[config.mk]
export PLATFORM = sky130hd
export DESIGN_NAME = alu_seq_mdu
export DESIGN_NICKNAME = d
export VERILOG_FILES = /design/src/rtl/alu_seq_mdu.sv
export SDC_FILE = /design/constraint.sdc
export NUM_CORES = 1
export LEC_CHECK = 0
export CORE_UTILIZATION = 30
export CTS_CLUSTER_DIAMETER = 60
export DETAILED_ROUTE_END_ITERATION = 10
export HOLD_SLACK_MARGIN = 0.02
export MAX_ROUTING_LAYER = met4
export PLACE_DENSITY_LB_ADDON = 0.15
export REMOVE_ABC_BUFFERS = 1
export SLEW_MARGIN = 25
export SYNTH_ARGS = -nofsm -noshare
export SYNTH_HDL_FRONTEND = slang
export SYNTH_SLANG_ARGS = --single-unit
[constraint.sdc]
create_clock -name clk_i -period 12 [get_ports clk_i]
set_clock_uncertainty 0.1 [all_clocks]
set_input_delay 2.4 -clock clk_i [delete_from_list [all_inputs] [get_ports clk_i]]
set_output_delay 2.4 -clock clk_i [all_outputs]
set_load 0.01 [all_outputs]
[src/rtl/alu_seq_mdu.sv]
// Registered execute-stage ALU with an iterative shift-add multiplier and restoring divider.
// Operands and results move through valid/ready handshakes, so either side of the pipeline can stall.
module alu_seq_mdu #(
    parameter int DATA_WIDTH  = 32,
    parameter int SHAMT_WIDTH = $clog2(DATA_WIDTH)
) (
    input  logic                  clk_i,
    input  logic                  rst_ni,
    input  logic                  in_valid_i,
    output logic                  in_ready_o,
    input  logic [DATA_WIDTH-1:0] a_i,
    input  logic [DATA_WIDTH-1:0] b_i,
    input  logic [3:0]            aluc_i,
    output logic                  out_valid_o,
    input  logic                  out_ready_i,
    output logic [DATA_WIDTH-1:0] out_o,
    output logic                  carry_o,
    output logic                  zero_o,
    output logic                  ovf_o
);

    localparam int W  = DATA_WIDTH;
    localparam int CW = $clog2(DATA_WIDTH);

    typedef enum logic [3:0] {
        OP_ADD   = 4'h0, OP_SUB  = 4'h1, OP_AND  = 4'h2, OP_OR   = 4'h3,
        OP_XOR   = 4'h4, OP_LUI  = 4'h5, OP_SLL  = 4'h6, OP_SRL  = 4'h7,
        OP_SRA   = 4'h8, OP_MUL  = 4'h9, OP_MULHU = 4'hA, OP_DIVU = 4'hB,
        OP_REMU  = 4'hC
    } op_e;

    typedef enum logic {S_IDLE, S_BUSY} state_e;

    state_e          state_q, state_d;
    logic [CW-1:0]   cnt_q, cnt_d;
    logic [W-1:0]    hi_q, hi_d, lo_q, lo_d, opb_q, opb_d;
    logic            div_q, div_d, high_q, high_d;
    logic [W-1:0]    out_q, out_d;
    logic            carry_q, carry_d, zero_q, zero_d, ovf_q, ovf_d, valid_q, valid_d;

    logic                   accept, is_iter, is_sub;
    logic [SHAMT_WIDTH-1:0] shamt;
    logic [W-1:0]           b_eff, sc_res;
    logic [W:0]             sum;
    logic                   sc_carry, sc_ovf;
    logic [W:0]             mul_sum, div_sh, div_diff;
    logic                   div_ge;
    logic [W-1:0]           step_hi, step_lo;

    assign in_ready_o = (state_q == S_IDLE) & (~valid_q | out_ready_i) & rst_ni;
    assign accept     = in_valid_i & in_ready_o;
    assign is_iter    = (aluc_i == OP_MUL) | (aluc_i == OP_MULHU) |
                        (aluc_i == OP_DIVU) | (aluc_i == OP_REMU);
    assign is_sub     = (aluc_i == OP_SUB);
    assign shamt      = b_i[SHAMT_WIDTH-1:0];

    // SUB reuses the adder as A + ~B + 1 so CARRY reads as "no borrow".
    assign b_eff = is_sub ? ~b_i : b_i;
    assign sum   = {1'b0, a_i} + {1'b0, b_eff} + {{W{1'b0}}, is_sub};

    always_comb begin
        // NOTE: every combinational output gets a default first, so no path leaves it unassigned (no latch).
        sc_res   = '0;
        sc_carry = 1'b0;
        sc_ovf   = 1'b0;
        case (aluc_i)
            OP_ADD, OP_SUB: begin
                sc_res   = sum[W-1:0];
                sc_carry = sum[W];
                sc_ovf   = (a_i[W-1] == b_eff[W-1]) && (sum[W-1] != a_i[W-1]);
            end
            OP_AND:  sc_res = a_i & b_i;
            OP_OR:   sc_res = a_i | b_i;
            OP_XOR:  sc_res = a_i ^ b_i;
            OP_LUI:  sc_res = b_i << (W / 2);
            OP_SLL:  sc_res = a_i << shamt;
            OP_SRL:  sc_res = a_i >> shamt;
            OP_SRA:  sc_res = W'($signed(a_i) >>> shamt);
            default: sc_res = '0;
        endcase
    end

    // One iteration: {hi,lo} is product-high/multiplier or remainder/quotient.
    always_comb begin
        mul_sum  = {1'b0, hi_q} + (lo_q[0] ? {1'b0, opb_q} : '0);
        div_sh   = {hi_q, lo_q[W-1]};
        div_ge   = (div_sh >= {1'b0, opb_q});
        div_diff = div_sh - {1'b0, opb_q};
        if (div_q) begin
            step_hi = div_ge ? div_diff[W-1:0] : div_sh[W-1:0];
            step_lo = {lo_q[W-2:0], div_ge};
        end else begin
            step_hi = mul_sum[W:1];
            step_lo = {mul_sum[0], lo_q[W-1:1]};
        end
    end

    always_comb begin
        state_d = state_q;
        cnt_d   = cnt_q;
        hi_d    = hi_q;
        lo_d    = lo_q;
        opb_d   = opb_q;
        div_d   = div_q;
        high_d  = high_q;
        out_d   = out_q;
        carry_d = carry_q;
        zero_d  = zero_q;
        ovf_d   = ovf_q;
        valid_d = valid_q;

        if (valid_q && out_ready_i) begin
            out_d   = '0;
            carry_d = 1'b0;
            zero_d  = 1'b0;
            ovf_d   = 1'b0;
            valid_d = 1'b0;
        end

        case (state_q)
            S_IDLE: begin
                if (accept && is_iter) begin
                    state_d = S_BUSY;
                    cnt_d   = CW'(W - 1);
                    hi_d    = '0;
                    lo_d    = a_i;
                    opb_d   = b_i;
                    div_d   = (aluc_i == OP_DIVU) || (aluc_i == OP_REMU);
                    high_d  = (aluc_i == OP_MULHU) || (aluc_i == OP_REMU);
                end else if (accept) begin
                    out_d   = sc_res;
                    carry_d = sc_carry;
                    ovf_d   = sc_ovf;
                    zero_d  = (sc_res == '0);
                    valid_d = 1'b1;
                end
            end
            S_BUSY: begin
                hi_d = step_hi;
                lo_d = step_lo;
                if (cnt_q == '0) begin
                    state_d = S_IDLE;
                    out_d   = high_q ? step_hi : step_lo;
                    zero_d  = ((high_q ? step_hi : step_lo) == '0);
                    carry_d = 1'b0;
                    ovf_d   = 1'b0;
                    valid_d = 1'b1;
                end else begin
                    cnt_d = cnt_q - 1'b1;
                end
            end
            default: state_d = S_IDLE;
        endcase
    end

    // NOTE: sequential state uses non-blocking assignments so every register samples pre-edge values.
    always_ff @(posedge clk_i or negedge rst_ni) begin
        if (!rst_ni) begin
            state_q <= S_IDLE;
            cnt_q   <= '0;
            hi_q    <= '0;
            lo_q    <= '0;
            opb_q   <= '0;
            div_q   <= 1'b0;
            high_q  <= 1'b0;
            out_q   <= '0;
            carry_q <= 1'b0;
            zero_q  <= 1'b0;
            ovf_q   <= 1'b0;
            valid_q <= 1'b0;
        end else begin
            state_q <= state_d;
            cnt_q   <= cnt_d;
            hi_q    <= hi_d;
            lo_q    <= lo_d;
            opb_q   <= opb_d;
            div_q   <= div_d;
            high_q  <= high_d;
            out_q   <= out_d;
            carry_q <= carry_d;
            zero_q  <= zero_d;
            ovf_q   <= ovf_d;
            valid_q <= valid_d;
        end
    end

    assign out_valid_o = valid_q;
    assign out_o       = out_q;
    assign carry_o     = carry_q;
    assign zero_o      = zero_q;
    assign ovf_o       = ovf_q;

endmodule
Word level (Yosys, flattened, before mapping)
Index checks and enable logic that the tools add are counted.
{ "word_totals": {"reg_bits": 140, "latchBits": 0, "mem_bits_rw": 0, "romBits": 0, "in_bits": 72, "out_inout_bits": 37, "elab_cells": 106, "mem_count": 0} }
{ "op_classes": {"add_sub_neg": 5, "mul": 0, "div": 0, "magnitude_cmp": 1, "n_eq_ne": 16, "shifts": 3, "mux": 44, "bitwise": 13, "n_reduce_logical": 12} }
{ "op_table": {"columns": ["op", "count"], "rows": [
  ["32-bit 2-to-1 mux", 12],
  ["32-bit one-hot mux with 8 select lines", 1],
  ["32-bit one-hot mux with 2 select lines", 3],
  ["32-bit by 32-bit adder with 33-bit output", 2],
  ["32-bit zero test", 2],
  ["33-bit by 1-bit adder with 33-bit output", 1],
  ["33-bit by 32-bit >= comparator with 1-bit output", 1],
  ["32-bit bitwise AND", 1],
  ["32-bit inverter", 1],
  ["32-bit bitwise OR", 1],
  ["32-bit by 5-bit << shifter with 32-bit output", 1],
  ["32-bit by 5-bit right shift with 32-bit output", 1],
  ["32-bit by 5-bit >>> shifter with 32-bit output", 1],
  ["32-bit subtractor", 1],
  ["32-bit XOR", 1],
  ["4-bit equality test (second input constant)", 5],
  ["1-bit 2-to-1 mux", 20],
  ["4-bit by 3-bit equality test with 1-bit output (second input constant)", 4],
  ["5-bit 2-to-1 mux", 2],
  ["1-bit one-hot mux with 2 select lines", 5],
  ["5-bit one-hot mux with 2 select lines", 1],
  ["4-bit by 2-bit equality test with 1-bit output (second input constant)", 2],
  ["5-bit zero test", 1],
  ["5-bit by 1-bit subtractor with 5-bit output (second input constant)", 1],
  ["13 further kinds", 23]
]} }

Depth between registers and ports, before layout
{ "logic_depth": {"ltp_word": 10, "ltp_mapped": 20, "ltp_nobuf": 16} }

Worst setup path after synthesis
OpenSTA, ideal clock, no wires.
{ "synth_path": {"path_type": "input -> register", "from": "input b_i[1]", "to": "register zero_q (netlist: zero_o)", "setup_ps": 87, "t_arrival_ps": 6825, "setup_slack_ps": 4988, "cell_stages": 20, "path_buffers": 4, "path_cell_list": "buf_2 -> inv_2 -> buf_2 -> clkbuf_1 -> buf_2 -> xnor2_1 -> inv_1 -> fa_1 -> nand3b_1 -> a211oi_1 -> nor3_1 -> a221o_1 -> mux2i_1 -> a221o_1 -> nor4_1 -> nand4_1 -> or4_1 -> nor3_2 -> nand4_1 -> a211oi_2"} }
{ "synth_between": {"elab_chain_cells": 9, "word_cells_on_any_way": 15} }
{ "synth_lines": {"columns": ["element", "line_no", "source"], "rows": [
  ["start: declaration", "12", "input logic [DATA_WIDTH-1:0] b_i,"],
  ["32-bit inverter", "58", "assign b_eff = is_sub ? ~b_i : b_i;"],
  ["32-bit 2-to-1 mux", "58", null],
  ["32-bit by 32-bit adder with 33-bit output", "59", "assign sum = {1'b0, a_i} + {1'b0, b_eff} + {{W{1'b0}}, is_sub};"],
  ["33-bit by 1-bit adder with 33-bit output", "59", null],
  ["32-bit one-hot mux with 8 select lines *", "66", "case (aluc_i)"],
  ["32-bit zero test *", "134", "zero_d = (sc_res == '0);"],
  ["1-bit 2-to-1 mux *", "130", "end else if (accept) begin"],
  ["1-bit 2-to-1 mux *", "122", "if (accept && is_iter) begin"],
  ["1-bit one-hot mux with 2 select lines *", "120", "case (state_q)"],
  ["named net zero_d", "39", "logic carry_q, carry_d, zero_q, zero_d, ovf_q, ovf_d, valid_q, valid_d;"],
  ["end signal: assignment", "181", "zero_q <= zero_d;"],
  ["end: declaration", "39", null]
]} }
Mark *: on every way through the listed nets, which the timed path passes. The rest lies on a longest branch.
A chain may end at the register's enable or synchronous reset.

Worst setup path in the final report
{ "layout_path": {"from": "input aluc_i[0]", "to": "register zero_q (netlist: zero_o)"} }
{ "layout_between": {"elab_chain_cells": 9, "word_cells_on_any_way": 26} }
{ "layout_lines": {"columns": ["element", "line_no", "source"], "rows": [
  ["start: declaration", "13", "input logic [3:0] aluc_i,"],
  ["4-bit by 1-bit equality test with 1-bit output", "54, 66", null],
  ["32-bit 2-to-1 mux", "58", null],
  ["32-bit by 32-bit adder with 33-bit output", "59", null],
  ["33-bit by 1-bit adder with 33-bit output", "59", null],
  ["32-bit one-hot mux with 8 select lines", "66", null],
  ["32-bit zero test", "134", null],
  ["1-bit 2-to-1 mux", "130", null],
  ["1-bit 2-to-1 mux *", "122", null],
  ["1-bit one-hot mux with 2 select lines *", "120", null],
  ["named net zero_d", "39", null]
]} }
Marked as above.

==> summary.txt <==
Setup path
  • Worst setup EP type: flop
  • CP arrival: approximately 8.3 ns
  • R2R Path End: zero_o
  • R2R setup slack: around 6.3 ns
  • Worst setup SP type: primary input
  • Worst path required time: approximately 12 ns
  • Depth of the most critical reg-to-reg path: 14
  • Setup Crit Path Kind: in2reg
  • Reg2reg start: hi_q[23]
  • Critical Path Start: aluc_i[0]
  • Crit path max fanout: 33

Floorplanning
  • Die area: between 60000 and 70000 µm²
  • Die Ht: 257 µm
  • Initial Util: between 30% and 40%
  • DIE WIDTH: between 200 and 300 µm
  • Core Box Area: roughly 64000 µm²
  • IO Pins: 109
  • Rows: 93

Placement
  • # port buffers: 108
  • Pre-CTS setup slack: ~3.6 ns
  • HPWL after DPL: 75500 µm
  • Dpl cells: about 3.3k
  • RD Place Congestion: slightly above 1

CTS
  • H-tree levels: 4
  • Max clock buf depth: 2
  • CTS resizes: 0
  • Cts hold-fix bufs: 0
  • CTS root buf: clkbuf_16
  • Clock transition at path regs: around 0.06 ns
  • Total setup buffers inserted after CTS: 0
  • Clock tree sinks: 140
  • CTS Buf Count: 17
  • Clock Latency Late Sink: approximately 0.45 ns
  • TritonCTS clock tree: built

Synthesis
  • Post-synth EDFFs: 0
  • Main combinational cell family by area after synthesis: compound AO/OA/AOI/OAI gates
  • Sequential element share of the synthesized area: between 10% and 20%
  • Adder and majority gate portion of the synthesized area: 11.2%
  • Simple-gate area share of the yosys netlist: about 18%
  • Post-Syn Instances: between 2k and 3k
  • XOR/XNOR Fraction of Synth Area: 4.80%
  • Yosys warns: 0
  • Mux contribution to synthesized area: 12.7%
  • Syn_area_per_cell: 7.81 µm²
  • Post-synth ARST share: between 90% and 100%
  • Synth cell types: 97
  • Synthesis-stage register bit count: 140
  • Top FF cell, synth: dfrtp_1
  • Synth Area in Compound Gates: 29.0%
  • Mapped cell area: 19500 µm²

Timing
  • Finish-stage setup viols: 0
  • Worst-margin pin slew: approximately 1.1 ns
  • Period minus WS final: approximately 8.1 ns
  • Slew Viols, Final: 0
  • Sum Neg Setup Slack: 0 ns
  • Worst slew margin relative to its limit: around a quarter
  • Hold_ws: roughly 0.39 ns
  • RSZ-0062 raised after global routing: no
  • Worst Setup Slack, final: around 3.9 ns
  • F_max: about 0.12 GHz
  • Endpoints failing hold: 0
  • Final period util: between 60% and 70%

Run
  • Max-cap viol count: 0

Worst hold path
  • Worst Hold End: carry_o
  • Hold crit path type: reg2reg
  • Hold Crit Depth: 2
  • Worst hold start: carry_o

Drt
  • DR vias/cell: approximately 6.2
  • Total number of vias: ~21k
  • ANT nets after route: 0
  • Drt total wl: 97600 µm
  • Initial drt markers: 2486
  • TritonRoute pass-1 iters: 6
  • Routed WL per cell: a little under 30 µm
  • DRC viols: 0

GRT
  • Met1 Use GR: about two fifths
  • GRT busiest layer: met2
  • First-pass GRT wire length: 141000 µm
  • Met3 Use GR: under 10%
  • Vias in the first global route: 19.9k
  • Global route total overflow: 0
  • Met2 Usage GRT: 43.5%
  • Initial antenna violation count: 2
  • Largest net degree at the start of global routing: 81
  • GRT Total Usage: ~30%

Finish
  • # nets final: about 2.7k
  • Fill count: slightly below 7k
  • Final Util: ~34%
  • Final std cells w/o fill: 3365
  • Layout cells sized above 1: under 10%
  • Syn-to-layout area delta: 12.7%

Pwr
  • PD cells: between 200 and 250 nW/µm²
  • Worst IR Drop VDD: about 0.0001 V
  • Leak Pwr: between 0.009 and 0.01 µW

Status
  • Status: completed
==> metrics by stage <==
step | instance area, µm² | total power, µW
after detailed placement | 21300 | 4610
after global routing | 22000 | 5650
after CTS | 22000 | 5220
after global placement | 21300 | 4600
final | 22000 | 5260
after floorplan | 18800 | 3300
==> worst max-delay path, stage by stage <==
cell	delay (ns)
clkdlybuf4s50_1	0.46
buf_4	0.35
nor4b_4	0.26
buf_4	0.57
xnor2_1	0.20
ha_1	0.41
and3_1	0.19
and3_1	0.19
or3_1	0.44
o21ba_2	0.31
o21ai_1	0.47
nor3_1	0.09
nor3_1	0.52
nand4_1	0.23
or4_1	0.59
nor3_2	0.23
nand4_1	0.15
a211oi_2	0.24
==> final cells by class <==
| class | instances | area (µm²) | share of cell area [%] |
|---|---|---|---|
| Timing Repair Buffer | 160 | 1480 | 6.71 |
| Antenna cell | 1 | 2.50 | 0.0114 |
| Clock buffer | 23 | 488 | 2.22 |
| Inverter | 130 | 488 | 2.22 |
| Tap cell | 855 | 1070 | 4.86 |
| Clock inverter | 9 | 134 | 0.609 |
| Multi-Input combinational cell | 2047 | 14800 | 67.4 |
| Sequential cell | 140 | 3510 | 15.9 |
==> per-layer routing <==
metal | vias up | part of all wire [%]
li1 | 9371 | -
met1 | 10500 | 46
met2 | 961 | 44
met3 | 91 | 8.7
met4 | 0 | 2.1
met5 | - | 0
==> kinds of logic (layout without fill, tap and decap cells) <==
logic type / Yosys count / after routing
xor gates and xnor gates: 107 / 107
DFF: 140 / 140
and+or+nand+nor: 745 / 745
adders and majority gates: 173 / 173
muxes: 181 / 181
other: 0 / 1
AOI/OAI and AO/OA: 841 / 841
buffers and inverters: 313 / 322
==> worst max path at each step <==
stage | to | slack, ns | cells after the start
6_report | zero_o | 3.93 | 18
2_1_floorplan | zero_o | 4.39 | 15
3_3_place_gp | zero_o | 3.47 | 18
3_5_place_dp | zero_o | 3.56 | 18
4_1_cts | zero_o | 4.01 | 18
5_1_grt | zero_o | 3.57 | 18
==> Yosys cell counts, types with 38 or more instances <==
cell type,number,area share (%)
a21o_1,38,1.5
a21oi_1,180,4.6
a22oi_1,44,1.7
and2_1,46,1.5
clkbuf_1,128,2.5
dfrtp_1,140,18
ha_1,170,11
inv_1,126,2.4
mux2_2,41,2.4
mux2i_1,84,4.3
mux4_2,47,5.4
nand2_1,311,6.0
nand3_1,50,1.3
nor2_1,155,3.0
nor3_1,48,1.2
o211ai_1,43,1.7
o21ai_0,185,4.7
xnor2_1,74,3.3
==> cells in the final DEF, fill, tap and decap left out, drive strengths merged, types with 44 or more instances in the layout <==
cell type,Yosys,layout
nand2,312,312
o21ai,192,192
a21oi,180,180
ha,170,170
nor2,155,155
dfrtp,140,140
inv,129,130
clkdlybuf4s50,0,103
mux2i,84,84
xnor2,74,74
buf,55,57
nand3,50,50
mux2,50,50
nor3,49,49
mux4,47,47
and2,46,46
a22oi,44,44
==> report_power, final <==
| part | switching, µW | internal, µW | total [µW] |
|---|---|---|---|
| clock network | 230 | 350 | 580 |
| registers | 246 | 696 | 943 |
| logic | 2320 | 1420 | 3740 |
==> state kept, by name, indices dropped and copies added (netlist names) <==
register / cells
div_q: 1
high_q: 1
cnt_q: 5
state_q: 1
opb_q: 32
lo_q: 32
hi_q: 32
out_valid_o: 1
ovf_o: 1
carry_o: 1
out_o: 32
zero_o: 1
No activity file was read; power rests on OpenSTA's default activity.
